### src/rtl/ulpi_pkg.sv
// Shared ULPI definitions: register-engine state encoding, TXCMD prefixes and
// immediate register addresses used by the link-side control FSMs.
package ulpi_pkg;

   typedef enum logic [2:0] {
      StIdle,
      StTxcmd,
      StWdata,
      StStp,
      StRdTurn,
      StRdData,
      StResp
   } state_e;

   localparam logic [1:0] CMD_REG_WR = 2'b10;
   localparam logic [1:0] CMD_REG_RD = 2'b11;

   localparam logic [5:0] VID_LO        = 6'h00;
   localparam logic [5:0] FUNC_CTRL     = 6'h04;
   localparam logic [5:0] FUNC_CTRL_SET = 6'h05;
   localparam logic [5:0] FUNC_CTRL_CLR = 6'h06;
   localparam logic [5:0] OTG_CTRL      = 6'h0A;

   function automatic logic [7:0] txcmd(input logic write, input logic [5:0] addr);
      return {(write ? CMD_REG_WR : CMD_REG_RD), addr};
   endfunction

endpackage

### src/rtl/ulpi_reg_access_if.sv
// Link command port plus ULPI PHY pins for the register engine. The slave modport
// is the engine itself; master is the requester/PHY side.
interface ulpi_reg_access_if;

   logic       req_valid;
   logic       req_ready;
   logic       req_write;
   logic [5:0] req_addr;
   logic [7:0] req_wdata;
   logic       rsp_valid;
   logic [7:0] rsp_rdata;
   logic       rsp_err;
   logic       ulpi_dir;
   logic       ulpi_nxt;
   logic [7:0] ulpi_data_in;
   logic       ulpi_stp;
   logic [7:0] ulpi_data_out;
   logic       ulpi_data_oe;

   modport slave (
      input  req_valid, req_write, req_addr, req_wdata,
      input  ulpi_dir, ulpi_nxt, ulpi_data_in,
      output req_ready, rsp_valid, rsp_rdata, rsp_err,
      output ulpi_stp, ulpi_data_out, ulpi_data_oe
   );

   modport master (
      output req_valid, req_write, req_addr, req_wdata,
      output ulpi_dir, ulpi_nxt, ulpi_data_in,
      input  req_ready, rsp_valid, rsp_rdata, rsp_err,
      input  ulpi_stp, ulpi_data_out, ulpi_data_oe
   );

endinterface

### src/rtl/ulpi_timeout_ctr.sv
// Saturating 8-bit phase counter; expired rises on the last allowed cycle so the
// owning FSM leaves the phase after exactly LIMIT cycles.
module ulpi_timeout_ctr #(
   parameter int unsigned LIMIT = 64
) (
   input  logic clk,
   input  logic rst,
   input  logic clr,
   input  logic en,
   output logic expired
);

   logic [7:0] count_q, count_d;

   always_comb begin
      count_d = count_q;
      if (clr) begin
         count_d = 8'd0;
      end else if (en && count_q != 8'hFF) begin
         count_d = count_q + 8'd1;
      end
   end

   always_ff @(posedge clk or posedge rst) begin
      if (rst) begin
         count_q <= 8'd0;
      end else begin
         count_q <= count_d;
      end
   end

   assign expired = (32'(count_q) + 32'd1) >= LIMIT;

endmodule

### src/rtl/ulpi_reg_access.sv
// ULPI register read/write engine: runs TXCMD/NXT/STP handshakes and read turnaround.
// Optional phase timeout is built when ULPI_TIMEOUT_EN is defined.
module ulpi_reg_access
   import ulpi_pkg::*;
#(
   parameter int unsigned TIMEOUT_CYCLES = 64
) (
   input logic              clk,
   input logic              rst,
   ulpi_reg_access_if.slave bus
);

   state_e     state_q, state_d;
   logic       pending_q, pending_d;
   logic       write_q, write_d;
   logic [5:0] addr_q, addr_d;
   logic [7:0] wdata_q, wdata_d;
   logic       stp_q, stp_d;
   logic       oe_q, oe_d;
   logic       rsp_valid_q, rsp_valid_d;
   logic       rsp_err_q, rsp_err_d;
   logic [7:0] data_out_q, data_out_d;
   logic [7:0] rsp_rdata_q, rsp_rdata_d;
   logic       accept;
   logic       timed_out;
   logic       err_d;

   // pending marks a request whose TXCMD was aborted by the PHY and must be reissued
   assign bus.req_ready = (state_q == StIdle) & ~bus.ulpi_dir & ~pending_q;
   assign accept        = bus.req_valid & bus.req_ready;

`ifdef ULPI_TIMEOUT_EN
   logic ctr_clr;
   logic ctr_en;

   // Abort/retry transitions keep the count so retries share one timeout budget
   assign ctr_clr = (state_d != state_q) & ~pending_q & ~pending_d;
   assign ctr_en  = pending_q | (state_q inside {StTxcmd, StWdata, StRdTurn});

   ulpi_timeout_ctr #(
      .LIMIT(TIMEOUT_CYCLES)
   ) u_timeout_ctr (
      .clk    (clk),
      .rst    (rst),
      .clr    (ctr_clr),
      .en     (ctr_en),
      .expired(timed_out)
   );
`else
   logic unused_timeout_cfg;
   assign unused_timeout_cfg = ^TIMEOUT_CYCLES;
   assign timed_out          = 1'b0;
`endif

   always_comb begin
      write_d = write_q;
      addr_d  = addr_q;
      wdata_d = wdata_q;
      if (accept) begin
         write_d = bus.req_write;
         addr_d  = bus.req_addr;
         wdata_d = bus.req_wdata;
      end
   end

   always_comb begin
      state_d   = state_q;
      pending_d = pending_q;
      err_d     = 1'b0;
      unique case (state_q)
         StIdle: begin
            if (~bus.ulpi_dir && (pending_q || bus.req_valid)) begin
               state_d   = StTxcmd;
               pending_d = 1'b0;
            end
         end
         StTxcmd: begin
            if (bus.ulpi_dir) begin
               state_d   = StIdle;
               pending_d = 1'b1;
            end else if (bus.ulpi_nxt) begin
               state_d = write_q ? StWdata : StRdTurn;
            end else if (timed_out) begin
               state_d = StStp;
               err_d   = 1'b1;
            end
         end
         StWdata: begin
            if (bus.ulpi_dir) begin
               state_d   = StIdle;
               pending_d = 1'b1;
            end else if (bus.ulpi_nxt) begin
               state_d = StStp;
            end else if (timed_out) begin
               state_d = StStp;
               err_d   = 1'b1;
            end
         end
         StStp:    state_d = StIdle;
         StRdTurn: begin
            if (bus.ulpi_dir) begin
               state_d = StRdData;
            end else if (timed_out) begin
               state_d = StStp;
               err_d   = 1'b1;
            end
         end
         StRdData: state_d = StResp;
         StResp:   state_d = StIdle;
         default:  state_d = StIdle;
      endcase
   end

   // Outputs are decoded from the next state so they leave the flops aligned with it
   always_comb begin
      oe_d        = state_d inside {StTxcmd, StWdata, StStp};
      stp_d       = (state_d == StStp);
      rsp_valid_d = state_d inside {StStp, StResp};
      rsp_err_d   = err_d;
      rsp_rdata_d = (state_d == StResp) ? bus.ulpi_data_in : 8'h00;
      case (state_d)
         StTxcmd: data_out_d = txcmd(write_d, addr_d);
         StWdata: data_out_d = wdata_d;
         default: data_out_d = 8'h00;
      endcase
   end

   always_ff @(posedge clk or posedge rst) begin
      if (rst) begin
         state_q     <= StIdle;
         pending_q   <= 1'b0;
         write_q     <= 1'b0;
         addr_q      <= 6'h00;
         wdata_q     <= 8'h00;
         stp_q       <= 1'b0;
         oe_q        <= 1'b0;
         rsp_valid_q <= 1'b0;
         rsp_err_q   <= 1'b0;
         data_out_q  <= 8'h00;
         rsp_rdata_q <= 8'h00;
      end else begin
         state_q     <= state_d;
         pending_q   <= pending_d;
         write_q     <= write_d;
         addr_q      <= addr_d;
         wdata_q     <= wdata_d;
         stp_q       <= stp_d;
         oe_q        <= oe_d;
         rsp_valid_q <= rsp_valid_d;
         rsp_err_q   <= rsp_err_d;
         data_out_q  <= data_out_d;
         rsp_rdata_q <= rsp_rdata_d;
      end
   end

   assign bus.ulpi_stp      = stp_q;
   assign bus.ulpi_data_oe  = oe_q;
   assign bus.ulpi_data_out = data_out_q;
   assign bus.rsp_valid     = rsp_valid_q;
   assign bus.rsp_err       = rsp_err_q;
   assign bus.rsp_rdata     = rsp_rdata_q;

endmodule

### src/flat_wrapper.sv
// flat-port wrapper written by rule: the top's interface ports become plain ports
module ulpi_reg_access_flat import ulpi_pkg::*;
#(
   parameter int unsigned TIMEOUT_CYCLES = 64
)
  (clk, rst, bus_req_valid, bus_req_write, bus_req_addr, bus_req_wdata, bus_ulpi_dir, bus_ulpi_nxt, bus_ulpi_data_in, bus_req_ready, bus_rsp_valid, bus_rsp_rdata, bus_rsp_err, bus_ulpi_stp, bus_ulpi_data_out, bus_ulpi_data_oe);
  ulpi_reg_access_if bus_i ();
  input logic clk;
  input logic rst;
  input wire logic [$bits(bus_i.req_valid)-1:0] bus_req_valid;
  input wire logic [$bits(bus_i.req_write)-1:0] bus_req_write;
  input wire logic [$bits(bus_i.req_addr)-1:0] bus_req_addr;
  input wire logic [$bits(bus_i.req_wdata)-1:0] bus_req_wdata;
  input wire logic [$bits(bus_i.ulpi_dir)-1:0] bus_ulpi_dir;
  input wire logic [$bits(bus_i.ulpi_nxt)-1:0] bus_ulpi_nxt;
  input wire logic [$bits(bus_i.ulpi_data_in)-1:0] bus_ulpi_data_in;
  output wire logic [$bits(bus_i.req_ready)-1:0] bus_req_ready;
  output wire logic [$bits(bus_i.rsp_valid)-1:0] bus_rsp_valid;
  output wire logic [$bits(bus_i.rsp_rdata)-1:0] bus_rsp_rdata;
  output wire logic [$bits(bus_i.rsp_err)-1:0] bus_rsp_err;
  output wire logic [$bits(bus_i.ulpi_stp)-1:0] bus_ulpi_stp;
  output wire logic [$bits(bus_i.ulpi_data_out)-1:0] bus_ulpi_data_out;
  output wire logic [$bits(bus_i.ulpi_data_oe)-1:0] bus_ulpi_data_oe;
  assign bus_i.req_valid = bus_req_valid;
  assign bus_i.req_write = bus_req_write;
  assign bus_i.req_addr = bus_req_addr;
  assign bus_i.req_wdata = bus_req_wdata;
  assign bus_i.ulpi_dir = bus_ulpi_dir;
  assign bus_i.ulpi_nxt = bus_ulpi_nxt;
  assign bus_i.ulpi_data_in = bus_ulpi_data_in;
  assign bus_req_ready = bus_i.req_ready;
  assign bus_rsp_valid = bus_i.rsp_valid;
  assign bus_rsp_rdata = bus_i.rsp_rdata;
  assign bus_rsp_err = bus_i.rsp_err;
  assign bus_ulpi_stp = bus_i.ulpi_stp;
  assign bus_ulpi_data_out = bus_i.ulpi_data_out;
  assign bus_ulpi_data_oe = bus_i.ulpi_data_oe;
  ulpi_reg_access #(.TIMEOUT_CYCLES(TIMEOUT_CYCLES)) u_core (.clk(clk), .rst(rst), .bus(bus_i));
endmodule
### config.mk
export PLATFORM = sky130hd
export DESIGN_NAME = ulpi_reg_access_flat
export DESIGN_NICKNAME = d
export VERILOG_FILES = /design/src/rtl/ulpi_pkg.sv /design/src/rtl/ulpi_reg_access_if.sv /design/src/rtl/ulpi_timeout_ctr.sv /design/src/rtl/ulpi_reg_access.sv /design/src/flat_wrapper.sv
export SDC_FILE = /design/constraint.sdc
export NUM_CORES = 1
export LEC_CHECK = 0
export CAP_MARGIN = 10
export CORE_MARGIN = 1.5
export CORE_UTILIZATION = 50
export CTS_BUF_LIST = sky130_fd_sc_hd__clkbuf_8
export DETAILED_ROUTE_END_ITERATION = 6
export DONT_BUFFER_PORTS = 1
export GPL_TIMING_DRIVEN = 0
export PLACE_DENSITY = 0.63
export SLEW_MARGIN = 20
export SYNTH_ARGS = -nofsm -noshare
export SYNTH_HDL_FRONTEND = slang
export SYNTH_HIERARCHICAL = 1
export SYNTH_SLANG_ARGS = --single-unit
### constraint.sdc
create_clock -name clk -period 2 [get_ports clk]
set_input_delay 0.6 -clock clk [delete_from_list [all_inputs] [get_ports clk]]
set_output_delay 0.6 -clock clk [all_outputs]
set_load 0.01 [all_outputs]
==> results of run 1 <==
[per-stage QoR]
step	instance area (um^2)	hold slack, ns	total power (W)
final	1690	0.3256	0.002509
after global routing	1690	0.3833	0.002683
after detailed placement	1580	0.4716	0.001995
after global placement	1580	0.4620	0.001953
after CTS	1683	0.3481	0.002537
after floorplan	1541	0.4508	0.001841
[cells by family after synthesis]
kind of cell | Yosys count
flops | 38
simple gates | 25
buf+inv | 23
compound gates | 20
mux | 15
other cells | 1
[flip-flops by register name, summed over array words and instances (netlist names)]
register                  count
u_core/wdata_q                8
u_core/pending_q              1
u_core/bus.rsp_rdata          8
u_core/bus.rsp_valid          1
u_core/addr_q                 6
u_core/bus.ulpi_stp           1
u_core/write_q                1
u_core/bus.ulpi_data_oe       1
u_core/bus.ulpi_data_out      8
u_core/state_q                3
[metal layers]
metal | up-vias | track usage | wire [um]
li1 | 417 | - | -
met1 | 426 | 0.1822 | 944
met2 | 31 | 0.2777 | 1380
met3 | 6 | 0.07033 | 202
met4 | 0 | 0.06977 | 40
met5 | - | 0 | 0
[placed cells by master (no fill, tap or decap), drive strengths merged]
| cell type | instances |
|---|---|
| dfrtp | 38 |
| inv | 18 |
| mux2i | 14 |
| and2 | 8 |
| o22ai | 7 |
| clkbuf | 6 |
| buf | 6 |
| o21ai | 5 |
| nand2 | 3 |
| a21oi | 3 |
| nor3 | 3 |
| or2 | 2 |
| nor2 | 2 |
| clkinv | 1 |
| nand3 | 1 |
| nand2b | 1 |
| nand4b | 1 |
| and3b | 1 |
| a21o | 1 |
| or3 | 1 |
| or2b | 1 |
| o2111ai | 1 |
| a41oi | 1 |
| o311ai | 1 |
| mux2 | 1 |
| nor4b | 1 |
| o22a | 1 |
| conb | 1 |
[cell type report]
class / instances / area, um^2 / area share
Clock inverter: 2 / 8.758 / 0.005181
Sequential cell: 38 / 950.9 / 0.5625
Buffer: 6 / 51.30 / 0.03035
Multi-Input combinational cell: 61 / 494.2 / 0.2924
Tap cell: 31 / 38.79 / 0.02295
Clock buffer: 6 / 82.58 / 0.04885
Inverter: 17 / 63.81 / 0.03775
[worst max-delay path, cell delays in order, from the launching register on]
cell and delay [ns]:
dfrtp_1 0.42, buf_6 0.15, or3_4 0.39, nor3_4 0.17
[worst paths after layout]
| path | startpoint | to | cells past startpoint |
|---|---|---|---|
| min in group clk | bus_ulpi_dir | u_core/bus.ulpi_stp | 1 |
| max reg2reg | u_core/state_q[2] | u_core/bus.ulpi_data_out[6] | 6 |
| min | rst | u_core/pending_q | 1 |
| min reg2reg | u_core/addr_q[5] | u_core/addr_q[5] | 2 |
| max | u_core/state_q[1] | bus_req_ready | 3 |
| max in group asynchronous | rst | u_core/wdata_q[0] | 1 |
[repair_timing]
item	4_1_cts	5_1_grt
hold buffers	0	0
resized for setup	2	0
setup endpoints to repair	1	1
[power breakdown]
group          leakage [nW]  switching, W  internal, W
combinational         0.386      0.000427     0.000352
clock                0.0524      0.000243     0.000272
sequential            0.491      0.000163      0.00105
==> flow_summary.toml, run 1 <==
[synth]
ys_seq_area_frac = 0.6169
synth_most_common_cell = "dfrtp_1"
async_flop_share = 1.000
synth_edf_count = 0
syn_area_per_cell_um2 = 12.64
yosys_warnings = 6
synth_cell_type_count = 32
synth-simple-area-share = 0.1169
synth_area_leaders = "dfrtp_1, mux2i_1, inv_1"
yosysTopAreaCell = "dfrtp_1"
synth_cells = 122
synth_fa_ha_area_frac = 0
synth_top_family_by_area = "simple AND/OR/NAND/NOR gates"
synth_mux_area_frac = 0.1006
synthTopCellsByCount = "dfrtp_1, inv_1, mux2i_1"
synth_nets = 150
synth-xor-area-share = 0
synth.cell_area_um2 = 1541
ys_ff_latch = 38
synth_top_area_frac = 0.6169
synth-compound-area-share = 0.08847
ys.flop_type = "dfrtp_1"

[die]
pin_count = 49
start_util = 0.5449
core_area_um2 = 2829
rows = 19
die_y_um = 58.53
die_w_um = 58.53
die-area_um2 = 3425

[final_layout]
final_layout_size_suffix_gt1_frac = 0.2000
antennaDiodeCount = 0
instances_no_fill = 161
area_growth_pct = 9.659
fin_nets = 157
fillers = 251
fin_util = 0.5975

[timing]
timing.fmax_mhz = 497.5
period_needed_ns = 2.010
fin_skew_ns = 0.006472
rsz0062_at_grt = "yes"
tns_ns = -0.01011
maxSlewViolCount = 0
worst_pin_slew_ns = 0.7533
finalSetupViolCount = 1
setup_slack_ns = -0.01011
hold_violations = 0
period_share = 1.005
relSlewSlack = 0.4971

[clocking]
h-tree-depth = 2
numCtsBuffers = 5
clk_pin_slew_worst_paths_ns = 0.07
clk_latency_ns = 0.28
clock_sinks = 38
cts_buffer_depth = 2
cts_tree = "yes"
post_cts_buffers = 0
clockRootBuffer = "clkbuf_8"

[setup_path]
start_kind = "register"
cp_data_required_time_ns = 1.40
crit_path_end_kind = "output pin"
criticalPathCategory = "reg -> out"
cp_data_arrival_time_ns = 1.41
cp_max_fo = 10
r2r_slack_ns = 0.40

[drt]
drt_first_pass_iters = 4
drtIter0Drc = 29
postRouteAntennaNets = 0
via_per_inst = 5.466
drcViolationCount = 0
post_drt_wl_per_cell_um = 15.94
vias = 880
routed_wl_mm = 2.567

[placement]
gp_congestion = 0.8173
portBuffers = 0
dp.cells = 153
post-place-ws_ns = 0.05006
dp_hpwl_mm = 1.802

[outcome]
status = "finished, violations left"
violations = "negative setup slack"

[power_and_ir_drop]
ir_drop_uv = 773.3
powerDensity_nw_per_um2 = 1484
p_leak_nw = 0.9288

[global_route]
grtUsageTotal = 0.1649
grt_pass1_vias = 898
grt-ovfl-total = 0
grt_pass1_wl_mm = 4.029
grt_max_degree = 39
antenna_found_initial = 0

[job]
cap_violations = 0

[hold_path]
hp-class = "in -> async"
Note: power is estimated with default switching activity, not from simulation.
==> run 2: changes to the inputs <==
- CORE_UTILIZATION: 50 -> 58
- PLACE_DENSITY: 0.63 -> 0.72
==> run 2 against run 1 <==
The run now ends clean. Register-to-register slack got worse by 0.03 ns. Global-route usage increased by 3.2 points. Power increased by 2.2%. Non-clock buffer count increased by 1. Sequential share of layout area decreased by 0.33 points. Setup slack improved by 0.016 ns. Worst hold slack got worse by 0.0050 ns. Core utilization increased by 8.3 points. Largest power group unchanged. Count of clock-buffer cells in the layout unchanged. First-iteration DRC count decreased by 59%. Sequential cell count unchanged. Final cell count unchanged.
==> flow_summary.toml, run 2 (synthesis gave the netlist of run 1 again) <==
[outcome]
status = "finished clean"

[setup_path]
cp_max_fo = 10
rr_endpoint = "u_core/bus.ulpi_data_out[3]"
reg2reg_depth = 6
criticalPathCategory = "reg -> out"
r2r_start = "u_core/state_q[2]"
start_kind = "register"
cp_data_arrival_time_ns = 1.39
crit_path_end_kind = "output pin"
r2r_slack_ns = 0.37
cp_data_required_time_ns = 1.40
startpoint = "u_core/state_q[1]"
critPathCapture = "bus_req_ready"

[global_route]
grt_pass1_wl_mm = 3.836
grt_pass1_vias = 859
grt_max_degree = 39
grtUsageTotal = 0.1968
antenna_found_initial = 0
grt-ovfl-total = 0

[final_layout]
area_growth_pct = 10.31
final_cell_mix = "dfrtp_1, inv_1, mux2i_1"
seq_area_um2 = 950.9
fin_util = 0.6802
layout_commonest_cell = "dfrtp_1"
fin_nets = 158
antennaDiodeCount = 0
fillers = 180
final_layout_size_suffix_gt1_frac = 0.2137
multi_input_area_um2 = 494.2
instances_no_fill = 161

[timing]
period_needed_ns = 1.994
hold_violations = 0
fin_skew_ns = 0.004197
rsz0062_at_grt = "yes"
finalSetupViolCount = 0
timing.fmax_mhz = 501.6
worst_pin_slew_ns = 0.7491
relSlewSlack = 0.4999
period_share = 0.9968
holdWs_ns = 0.3206
maxSlewViolCount = 0
setup_slack_ns = 0.006387

[placement]
gp_congestion = 0.7492
dp.cells = 152
post-place-ws_ns = 0.09859
dp_hpwl_mm = 1.794
portBuffers = 0

[drt]
drt_first_pass_iters = 4
postRouteAntennaNets = 0
vias = 932
post_drt_wl_per_cell_um = 16.68
routed_wl_mm = 2.686
via_per_inst = 5.789
drcViolationCount = 0
drtIter0Drc = 12

[clocking]
cts_buffer_depth = 2
numCtsBuffers = 5
clk_latency_ns = 0.28
h-tree-depth = 2
postCtsHoldBufs = 0
clk_pin_slew_worst_paths_ns = 0.07
cts_tree = "yes"
clockRootBuffer = "clkbuf_8"
clock_sinks = 38

[power_and_ir_drop]
powerDensity_nw_per_um2 = 1508
fin_total_pwr_w = 0.002564
ir_drop_uv = 914.6
p_leak_nw = 0.9289

[die]
pin_count = 49
die_y_um = 54.56
core_area_um2 = 2500
start_util = 0.6166
die_w_um = 54.56
rows = 18
die-area_um2 = 2976

[hold_path]
hp-class = "in -> async"

[job]
cap_violations = 0
==> run 2: critical path: stages, from the launching register on <==
cell	delay, ns
dfrtp_1	0.40
buf_6	0.14
or3_4	0.39
nor3_4	0.18
==> run 2: what timing repair did <==
action / CTS / global route
buffers inserted: 1 / 0
setup endpoints to repair: 1 / 1
pin swaps: 0 / 0
resized for setup: 2 / 0
==> run 2: routing by layer <==
metal  up-vias  wire (um)  share of wire  GRT usage
met1       473       1032           0.38     0.1982
li1        418          -              -          -
met3         5        220          0.082    0.09563
met5         -          0              0          0
met4         0         42          0.016    0.08750
met2        36       1391           0.52     0.3414
==> run 2: where the power goes <==
group / switching (W) / internal, W
Sequential: 0.000164 / 0.00105
Clock: 0.000257 / 0.000277
Combinational: 0.000452 / 0.000363
==> run 2: worst min-delay path by stage <==
stage,end,slack [ns]
3_3_place_gp,u_core/wdata_q[0],0.46
2_1_floorplan,u_core/addr_q[0],0.45
3_5_place_dp,u_core/addr_q[0],0.47
6_report,u_core/bus.rsp_rdata[3],0.32
5_1_grt,u_core/addr_q[5],0.38
4_1_cts,u_core/state_q[2],0.34
==> run 2: final cells by class <==
type,instances,share of cell area
Inverter,17,0.03753
Multi-Input combinational cell,61,0.2907
Clock inverter,2,0.007358
Tap cell,30,0.02208
Buffer,6,0.03017
Timing Repair Buffer,1,0.004415
Sequential cell,38,0.5592
Clock buffer,6,0.04857
==> run 2: through the flow <==
stage / area, um^2 / setup TNS [ns]
2_1_floorplan: 1541 / 0
3_3_place_gp: 1579 / 0
3_5_place_dp: 1579 / 0
4_1_cts: 1693 / 0
5_1_grt: 1700 / -0.02994
6_report: 1700 / 0
